[src/rtl/gshare_branch_predictor_pkg.sv]
// gshare_branch_predictor_pkg: shared widths, sweep states, bus widths and counter helper for the gshare predictor
package gshare_branch_predictor_pkg;
  localparam int PTINDEXBITS = 8;
  localparam int BTBINDEXBITS = 4;
  localparam int ADDRBITS = 32;
  localparam int TAGBITS = ADDRBITS - BTBINDEXBITS - 2;
  localparam int PTENTRYBITS = 2;
  localparam logic [PTENTRYBITS-1:0] PT_WEAK_NT = PTENTRYBITS'(1);
  // FE->DE->AGEX carries {pred_taken, pred_target, pt_index}; AGEX->FE carries {mispredict, redirect_pc}
  localparam int LOOKUP_BUS_W = 1 + ADDRBITS + PTINDEXBITS;
  localparam int UPDATE_BUS_W = 1 + ADDRBITS;
  typedef enum logic {INIT = 1'b0, RUN = 1'b1} bp_state_e;
  function automatic logic [PTENTRYBITS-1:0] pt_next(input logic [PTENTRYBITS-1:0] c, input logic up);
    return up ? ((c == '1) ? c : c + PTENTRYBITS'(1)) : ((c == '0) ? c : c - PTENTRYBITS'(1));
  endfunction
endpackage

[src/rtl/gshare_branch_predictor_btb.sv]
// bp_btb: direct-mapped branch target buffer, one combinational read port and one write/invalidate port
module bp_btb
  import gshare_branch_predictor_pkg::*;
#(
  parameter int INDEX_BITS = BTBINDEXBITS,
  parameter int DBITS = ADDRBITS
) (
  input  logic             clk,
  input  logic [DBITS-1:0] rd_pc,
  output logic             rd_hit,
  output logic [DBITS-1:0] rd_target,
  input  logic             wr_en,
  input  logic             wr_valid,
  input  logic [DBITS-1:0] wr_pc,
  input  logic [DBITS-1:0] wr_target
);
  localparam int DEPTH = 2 ** INDEX_BITS;
  localparam int TAG_BITS = DBITS - INDEX_BITS - 2;
  logic                valid [DEPTH];
  logic [TAG_BITS-1:0] tag [DEPTH];
  logic [DBITS-1:0]    target [DEPTH];
  logic [INDEX_BITS-1:0] rd_index, wr_index;
  logic unused_pc_bits;
  assign rd_index = rd_pc[INDEX_BITS+1:2];
  assign wr_index = wr_pc[INDEX_BITS+1:2];
  assign unused_pc_bits = ^{rd_pc[1:0], wr_pc[1:0]};
  assign rd_hit = valid[rd_index] && tag[rd_index] == rd_pc[DBITS-1:INDEX_BITS+2];
  assign rd_target = target[rd_index];
  always_ff @(posedge clk)
    if (wr_en) begin
      valid[wr_index] <= wr_valid;
      tag[wr_index] <= wr_pc[DBITS-1:INDEX_BITS+2];
      target[wr_index] <= wr_target;
    end
endmodule

[src/rtl/gshare_branch_predictor.sv]
// gshare_branch_predictor: gshare direction predictor + BTB with init sweep and registered redirect.
// Define GSHARE_BP_STATS_EN to build the saturating branch/mispredict statistics counters.
module gshare_branch_predictor
  import gshare_branch_predictor_pkg::*;
#(
  parameter int PT_INDEX_BITS = PTINDEXBITS,
  parameter int BTB_INDEX_BITS = BTBINDEXBITS,
  parameter int DBITS = ADDRBITS
) (
  input  logic                     clk,
  input  logic                     reset,
  output logic                     bp_ready,
  input  logic [DBITS-1:0]         lookup_pc,
  output logic                     pred_taken,
  output logic [DBITS-1:0]         pred_target,
  output logic                     btb_hit,
  output logic [PT_INDEX_BITS-1:0] pt_index,
  input  logic                     upd_valid,
  input  logic [DBITS-1:0]         upd_pc,
  input  logic                     upd_is_branch,
  input  logic                     upd_is_cond,
  input  logic                     upd_taken,
  input  logic [DBITS-1:0]         upd_target,
  input  logic [PT_INDEX_BITS-1:0] upd_pt_index,
  input  logic                     upd_pred_taken,
  input  logic [DBITS-1:0]         upd_pred_target,
  output logic                     mispredict,
  output logic [DBITS-1:0]         redirect_pc,
  output logic [31:0]              stat_branches,
  output logic [31:0]              stat_mispredicts
);
  localparam int PT_DEPTH = 2 ** PT_INDEX_BITS;
  bp_state_e state;
  logic [PT_INDEX_BITS-1:0] idx, bhr;
  logic [PTENTRYBITS-1:0] pt [PT_DEPTH];
  logic raw_hit, accept, sweep_btb, btb_we, btb_wv;
  logic [DBITS-1:0] seq_pc, actual_npc, pred_npc, btb_wpc;
  assign bp_ready = state == RUN;
  assign pt_index = lookup_pc[PT_INDEX_BITS+1:2] ^ bhr;
  assign btb_hit = raw_hit & bp_ready;
  assign pred_taken = btb_hit & pt[pt_index][PTENTRYBITS-1];
  assign accept = upd_valid & bp_ready;
  assign seq_pc = upd_pc + DBITS'(4);
  assign actual_npc = upd_taken ? upd_target : seq_pc;
  assign pred_npc = upd_pred_taken ? upd_pred_target : seq_pc;
  // only the first BTB-depth sweep indices map onto BTB entries
  assign sweep_btb = state == INIT && (idx >> BTB_INDEX_BITS) == '0;
  assign btb_we = ~reset & (sweep_btb | (accept & (upd_is_branch ? upd_taken : upd_pred_taken)));
  assign btb_wv = accept & upd_is_branch;
  assign btb_wpc = (state == INIT) ? DBITS'({idx, 2'b00}) : upd_pc;
  bp_btb #(.INDEX_BITS(BTB_INDEX_BITS), .DBITS(DBITS)) u_btb (
    .clk(clk),
    .rd_pc(lookup_pc),
    .rd_hit(raw_hit),
    .rd_target(pred_target),
    .wr_en(btb_we),
    .wr_valid(btb_wv),
    .wr_pc(btb_wpc),
    .wr_target(upd_target)
  );
  always_ff @(posedge clk)
    if (reset) begin
      state <= INIT;
      idx <= '0;
      bhr <= '0;
      mispredict <= 1'b0;
      redirect_pc <= '0;
    end else if (state == INIT) begin
      idx <= idx + PT_INDEX_BITS'(1);
      bhr <= '0;
      mispredict <= 1'b0;
      if (idx == '1) state <= RUN;
    end else begin
      mispredict <= upd_valid && actual_npc != pred_npc;
      if (upd_valid) redirect_pc <= actual_npc;
      if (upd_valid && upd_is_branch && upd_is_cond) bhr <= {bhr[PT_INDEX_BITS-2:0], upd_taken};
    end
  always_ff @(posedge clk)
    if (!reset && state == INIT) pt[idx] <= PT_WEAK_NT;
    else if (!reset && accept && upd_is_branch) pt[upd_pt_index] <= pt_next(pt[upd_pt_index], upd_taken);
`ifdef GSHARE_BP_STATS_EN
  always_ff @(posedge clk)
    if (reset) begin
      stat_branches <= '0;
      stat_mispredicts <= '0;
    end else begin
      if (accept && upd_is_branch && stat_branches != '1) stat_branches <= stat_branches + 32'd1;
      if (mispredict && stat_mispredicts != '1) stat_mispredicts <= stat_mispredicts + 32'd1;
    end
`else
  assign stat_branches = '0;
  assign stat_mispredicts = '0;
`endif
endmodule

[config.mk]
export PLATFORM = sky130hd
export DESIGN_NAME = gshare_branch_predictor
export DESIGN_NICKNAME = d
export VERILOG_FILES = /design/src/rtl/gshare_branch_predictor_pkg.sv /design/src/rtl/gshare_branch_predictor_btb.sv /design/src/rtl/gshare_branch_predictor.sv
export SDC_FILE = /design/constraint.sdc
export NUM_CORES = 2
export LEC_CHECK = 0
export ABC_AREA = 1
export ABC_CLOCK_PERIOD_IN_PS = 11750
export BUFFER_PORTS_ARGS = -buffer_cell sky130_fd_sc_hd__clkbuf_2
export CORE_MARGIN = 1.5
export CORE_UTILIZATION = 40
export CTS_BUF_LIST = sky130_fd_sc_hd__clkbuf_8 sky130_fd_sc_hd__clkbuf_16
export DETAILED_ROUTE_END_ITERATION = 8
export SLEW_MARGIN = 20
export SYNTH_ARGS = -nofsm -noshare
export SYNTH_HDL_FRONTEND = slang
export SYNTH_SLANG_ARGS = --single-unit
[constraint.sdc]
create_clock -name clk -period 11.75 [get_ports clk]
set_clock_uncertainty 0.15 [all_clocks]
set_input_delay 1.7625 -clock clk [delete_from_list [all_inputs] [get_ports clk]]
set_output_delay 1.7625 -clock clk [all_outputs]
set_load 0.05 [all_outputs]
; ---- Word-level counts from Yosys, hierarchy flattened
; Memory sizes are Yosys's and may differ from the RTL's.
; Index checks and enable logic that the tools add are counted.
[word_totals]
reg_bits = 50
ramBits = 1456
inputBits = 143
out_inout_bits = 140
elab_cells = 60
memories = 4
[op_classes]
add_sub_neg = 4
eq_ne = 4
n_mux = 19
bitwise_logic = 10
n_reduce_logical = 14
[mem_list]
columns = memory, words, word_bits, rd, rd_clocked_by_memory_dff, wr, line
row1 = pt, 256, 2, 2, 0, 1, gshare_branch_predictor.sv:35  ; logic [PTENTRYBITS-1:0] pt [PT_DEPTH];
row2 = u_btb.target, 16, 32, 1, 0, 1, gshare_branch_predictor_btb.sv:21  ; logic [DBITS-1:0] target [DEPTH];
row3 = u_btb.tag, 16, 26, 1, 0, 1, gshare_branch_predictor_btb.sv:20  ; logic [TAG_BITS-1:0] tag [DEPTH];
row4 = u_btb.valid, 16, 1, 1, 0, 1, gshare_branch_predictor_btb.sv:19  ; logic valid [DEPTH];
[op_table]
columns = op, count
row1 = $mux W32, 3
row2 = $add A32 B3 Y32 const B, 1
row3 = $ne A32 B32 Y1, 1
row4 = $eq A26 B26 Y1, 1
row5 = $mux W1, 11
row6 = $add A8 B1 Y8 const B, 1
row7 = $eq A8 B8 Y1 const B, 1
row8 = $logic_and A1 B1 Y1, 8
row9 = $logic_not A8 Y1, 1
row10 = $mux W2, 4
row11 = $mux W8, 1
row12 = $xor A8 B8 Y8, 1
row13 = $and A1 B1 Y1, 6
row14 = $reduce_or A2 Y1, 2
row15 = $add A2 B1 Y2 const B, 1
row16 = $eq A2 B2 Y1 const B, 1
row17 = $logic_not A2 Y1, 1
row18 = $not A1 Y1, 2
row19 = $reduce_and A2 Y1, 1
row20 = $sub A2 B1 Y2 const B, 1
row21 = $logic_not A1 Y1, 1
row22 = $or A1 B1 Y1, 1

; ---- Logic depth before layout (Yosys ltp)
[depth]
word_depth = 8
ltp_mapped = 19
ltp_nobuf = 18

; ---- By module
; A second synthesis with hierarchy kept.
[unflattened]
cells_unflattened = 6701
area_unflattened_um2 = 68006.5
[modules_own_cells]
columns = mod, n_inst, cells_per_inst, area_per_inst_um2, seq_area_each_um2
row1 = bp_btb, 1, 3121, 38246.7, 28347.2
row2 = gshare_branch_predictor, 1, 3580, 29759.8, 16375.7

; ---- Least setup slack after synthesis
; OpenSTA, ideal clock, no wires.
[synth_timing]
kind = input to register
startpoint = in upd_pt_index[0]
endpoint = mem pt[0][1] (data pin)
setup_ps = 1388
t_arrival_ps = 9036
t_required_ps = 10212
path_slack_ps = 1176
stages = 16
path_buffers = 3
path_cell_list = buf_2 -> inv_1 -> buf_2 -> clkbuf_1 -> nand2_1 -> nand3_1 -> nand3_1 -> nand3_1 -> nand3_1 -> nand2_1 -> nand2_1 -> nand3_1 -> nand3_1 -> nand2_1 -> a21oi_1 -> nor2_1
[synth_between]
elab_chain_cells = 5
elab_cells_between_ends = 9
classes_between = add/sub: 2 / eq/ne: 1 / mux: 4 / reduce/logical: 1 / memory: 1
[synth_rtl]
columns = element, line
row1 = start: declaration, gshare_branch_predictor.sv:24  ; input logic [PT_INDEX_BITS-1:0] upd_pt_index,
row2 = $mem_v2 Z256 W2 (*), -
row3 = $sub A2 B1 Y2 (tied with other cells), gshare_branch_predictor_pkg.sv:14  ; return up ? ((c == '1) ? c : c + PTENTRYBITS'(1)) : ((c == '0) ? c : c - PTENTRYBITS'(1));
row4 = $mux W2, gshare_branch_predictor_pkg.sv:14
row5 = $mux W2 (*), gshare_branch_predictor_pkg.sv:14
row6 = $mux W2 (no source line) (*), -
row7 = end: declaration, gshare_branch_predictor.sv:35
; Mark *: on every way between the ends. The rest lies on a longest branch, timed or not.

; ---- Worst setup path in the final report
[layout_timing]
startpoint = in lookup_pc[2]
endpoint = out pred_taken
[layout_between]
elab_chain_cells = 5
elab_cells_between_ends = 8
classes_between = eq/ne: 1 / bitwise: 3 / reduce/logical: 1 / memory: 3
[layout_rtl]
columns = element, line
row1 = start: declaration, gshare_branch_predictor.sv:13  ; input logic [DBITS-1:0] lookup_pc,
row2 = $mem_v2 Z16 W26, -
row3 = $eq A26 B26 Y1, gshare_branch_predictor_btb.sv:27  ; assign rd_hit = valid[rd_index] && tag[rd_index] == rd_pc[DBITS-1:INDEX_BITS+2];
row4 = $logic_and A1 B1 Y1, gshare_branch_predictor_btb.sv:27
row5 = $and A1 B1 Y1, gshare_branch_predictor.sv:40  ; assign btb_hit = raw_hit & bp_ready;
row6 = $and A1 B1 Y1 (*), gshare_branch_predictor.sv:41  ; assign pred_taken = btb_hit & pt[pt_index][PTENTRYBITS-1];
row7 = end: declaration, gshare_branch_predictor.sv:14  ; output logic pred_taken,
; Marked as above.

==> results <==
- The flow ran to the end, and the final reports show no timing, DRC or antenna violations.
- Counting instances in the post-synthesis netlist gives the leading cell types as sky130_fd_sc_hd__nand2_1 (1461), sky130_fd_sc_hd__edfxtp_1 (1456), sky130_fd_sc_hd__nand3_1 (1027).
- The global-route wire length before repair is 298000 um.
- TritonCTS created 159 clock buffers.
- The initial antenna violation count was 10.
- The final hold slack is 0.331 ns.
- For this run, design rule violations remaining after detail routing come to 0.
- For this block, the via count after detailed routing is 49400.
- The area of the mapped netlist is 0.0670 mm2.
- The pin count of the biggest net entering global routing is 215.
- The arrival time of the worst setup path is 6.42 ns.
- Counting flops with a built-in enable in the synthesized netlist gives 1456.
- The average wire per standard cell is 23.3 um.
- The share of the clock period used by the worst path after layout is 70.9%.
- Across the run, the number of max-cap violations was 0.
- The highest clock frequency the design can meet is 120 MHz.
- The type of the worst setup path is primary input to output pin.
- On the critical path, the stage with the largest delay is an instance of sky130_fd_sc_hd__nand2_4.
- The clock tree root driver cell is sky130_fd_sc_hd__clkbuf_16.
- The capturing point of the worst reg2reg path is u_btb.tag[9][25]$_DFFE_PP_.
- The number of global-route vias before repair is 46400.
- Setup repair after global routing left no endpoint under its margin.
- The leakage component of the power is 0.0276 uW.
- The TritonCTS sink count is 1506.
- The hold buffer count at CTS is 0.
- The total die area is 0.170 mm2.
- Of all nets on the critical path, the largest fanout is 143.
- The startpoint of the worst register-to-register path is bp_ready$_SDFF_PP0_.
- The capturing element type of the critical path is an output pin.
- After clock tree synthesis, the repair step resized 0 gates.
- The most common cell in the synthesized netlist is sky130_fd_sc_hd__nand2_1.
- The type of the worst min-delay path is flop to flop.
- The area share of the largest cell type after synthesis is 65.2%.
- The final setup violation count is 0.
- In this run the mean area of a mapped cell was 10.4 um2.
- The final weighted congestion of routability-driven global placement is 0.910.
- The delay of the slowest critical-path stage is 0.84 ns.
- The chip height is 412 um.
- The clock period minus worst slack is 8.33 ns.
- The first TritonRoute pass finished after 9 iterations.
- The post-route total power is 11700 uW.
- The worst setup path is launched from a primary input.
- Counting flops with an async set or reset pin after synthesis yields a share of 0%.
- Summed over all layers, the global routing overflow is 0.
- After routing, the total negative slack on setup checks comes to 0 ns.
- 283 I/O pins were placed.
- The remaining max-slew budget at the tightest pin is 26.1%.
- Global routing consumed, on the met3 layer, 4.19% of the routing resources.
- Counting along the longest clock path gives a buffer depth of 3.
- met2 is the most crowded layer.
- Counting instances, the worst hold path has a depth of 2.
- The net count reported at finish is 6647.
- Counting stages on the worst path, the most repeated cell is sky130_fd_sc_hd__nand3_1.
- The distinct cell type count of the synthesized netlist is 43.
- The required time of the critical path is 9.84 ns.
- The synthesized netlist cell count is 6454.
- The count of endpoints failing hold in the final timing report was 0.
- The number of buffers and inverters on the critical path is 4.
- After synthesis the netlist holds a flip-flop and latch count of 1506.
- For this configuration, the core starts out at a cell density of 40.2%.
- Among all flip-flop cells after synthesis, the most frequent one is sky130_fd_sc_hd__edfxtp_1.
- The TritonCTS clock tree is done.
- The worst reg2reg path depth is 7.
- Port buffering added 216 buffers.
- The latest clock arrival within the worst-skew pair is 0.81 ns.
- The beginning of the critical path is lookup_pc[2].
- The clock transition at the registers of the reported paths is 0.06 ns.
- The worst register-to-register path has a setup slack of 7.13 ns.
- Across the VDD grid, the largest voltage drop is 0.156 mV.
- The detailed router finished its first iteration with 5910 violations.
- The post-placement setup slack is 3.54 ns.
- Once detail routing completed, the nets flagged for antenna violations numbered 0.
- For this run, global-route usage on met2 was measured as 37.7%.
- The post-route netlist has 8.97% of its cells at a drive strength greater than 1.
- Summed over all nets, the half-perimeter wirelength after detailed placement is 112000 um.
- The critical path endpoint is pred_taken.
- Yosys printed 0 warnings.
- The power density over the cells is 156 mW/mm2.
- The critical path goes through buf_8, inv_8, nand2_1, nand2_4, buf_4, nand2_1, nand3_1, nand3_1, nand3_1, nand3_1, nand3_1, nand3_1, nand3_1, nand2_1, nor2_1, clkbuf_2.
- The die is 412 um wide.
- The routed wire length is 206000 um.
- The critical path depth is 16.
- The cell class contributing the biggest share of worst-path delay is simple AND/OR/NAND/NOR gates.
- Relative to the synthesized area, the layout overhead comes to 11.7%.
- The number of buffers inserted to repair setup after CTS is 0.
- Sorting the synthesized cells by area gives the leading types as sky130_fd_sc_hd__edfxtp_1 (65%), sky130_fd_sc_hd__nand2_1 (8.2%), sky130_fd_sc_hd__nand3_1 (7.7%), sky130_fd_sc_hd__nor2_1 (5.2%), sky130_fd_sc_hd__o21ai_0 (3.4%).
- The number of levels the H-tree was split into is 4.
- In this run the core area contains 150 standard-cell rows.
- The biggest area consumer among synthesized cells is sky130_fd_sc_hd__edfxtp_1.
- Global routing used 32.4% of the available met1 tracks.
- The total core area is 0.167 mm2.
- The number of slew-limit violations in the final report is 0.
- In the routed layout, each cell is associated on average with a via count of 5.59.
- At the pin with the least slew margin, the transition time is 1.11 ns.
- The sequential element share of the synthesized area is 66.7%.
- Setup slack closes at 3.42 ns.
- Global routing used 23.6% of the available tracks.
==> cell families (layout without fill, tap and decap cells) <==
group | count (synthesis) | in the layout | share of synthesized area (%)
simple gates | 3472 | 3472 | 21.6
fa+ha+maj | 2 | 2 | 0.0373
mux | 3 | 3 | 0.0448
other cells | 1 | 65 | 0.00559
buf+inv | 708 | 822 | 4.70
xor+xnor | 18 | 18 | 0.246
flops | 1506 | 1506 | 66.7
compound gates | 744 | 744 | 6.65
==> routing by layer <==
layer	part of all wire, %	vias up
met4	2.9	14
li1	-	22600
met5	0.045	-
met2	46	2295
met3	9.0	404
met1	42	24100
==> stage by stage <==
| stage | cells | utilization (%) | area [um2] |
|---|---|---|---|
| 6_report | 8836 | 44.9 | 74900 |
| 3_5_place_dp | 8545 | 41.8 | 69800 |
| 4_1_cts | 8835 | 44.9 | 74900 |
| 3_3_place_gp | 8543 | 41.8 | 69700 |
| 2_1_floorplan | 6517 | - | 67300 |
| 5_1_grt | 8835 | 44.9 | 74900 |
==> tightest hold or removal path: stages, from the launching register on <==
cell	delay, ns
sky130_fd_sc_hd__dfxtp_1	0.32
sky130_fd_sc_hd__nand2_1	0.06
sky130_fd_sc_hd__a21oi_1	0.05
==> layout make-up <==
| class | count | area [um2] |
|---|---|---|
| Fill cell | 15400 | 92000 |
| Sequential cell | 1506 | 44700 |
| Multi-Input combinational cell | 4303 | 19600 |
| Clock buffer | 165 | 4100 |
| Tap cell | 2204 | 2760 |
| Timing Repair Buffer | 305 | 1850 |
| Clock inverter | 125 | 992 |
| Inverter | 227 | 881 |
| Antenna cell | 1 | 2.50 |
==> worst min-delay path by stage <==
| stage | start | endpoint | slack, ns |
|---|---|---|---|
| after CTS | bhr[7]$_SDFFE_PP0P_ | bhr[7]$_SDFFE_PP0P_ | 0.33 |
| final | bhr[7]$_SDFFE_PP0P_ | bhr[7]$_SDFFE_PP0P_ | 0.33 |
| after global placement | bhr[7]$_SDFFE_PP0P_ | bhr[7]$_SDFFE_PP0P_ | 0.32 |
| after global routing | bhr[7]$_SDFFE_PP0P_ | bhr[7]$_SDFFE_PP0P_ | 0.35 |
| after detailed placement | bhr[7]$_SDFFE_PP0P_ | bhr[7]$_SDFFE_PP0P_ | 0.32 |
| after floorplan | bhr[1]$_SDFFE_PP0P_ | bhr[1]$_SDFFE_PP0P_ | 0.31 |
==> layout by cell type (no fill, tap or decap), drive strengths merged, types with 4 or more instances in the layout <==
master  synthesis  final
a21oi          26     26
buf           262     95
bufinv          0      8
clkbuf        219    375
clkinv          5     65
conb            1     64
dfxtp          50     50
edfxtp       1456   1456
inv           222    277
nand2        1464   1464
nand3        1027   1027
nand4          15     15
nor2          936    936
nor3            6      6
o211ai        115    115
o21ai         468    468
o21bai          4      4
o221ai         93     93
o22ai          35     35
or2            20     20
xnor2          13     13
xor2            5      5
==> flip-flops by register name, indices dropped and copies added (netlist names) <==
signal        flops
u_btb.tag       416
u_btb.valid      16
pt              512
idx               8
u_btb.target    512
bp_ready          1
redirect_pc      32
mispredict        1
bhr               8
==> power by group <==
group	total [uW]	switching, uW	internal, uW
Combinational	893	687	206
Sequential	5890	8.93	5880
Clock	4880	2160	2720
(Power assumes the default switching activity.)
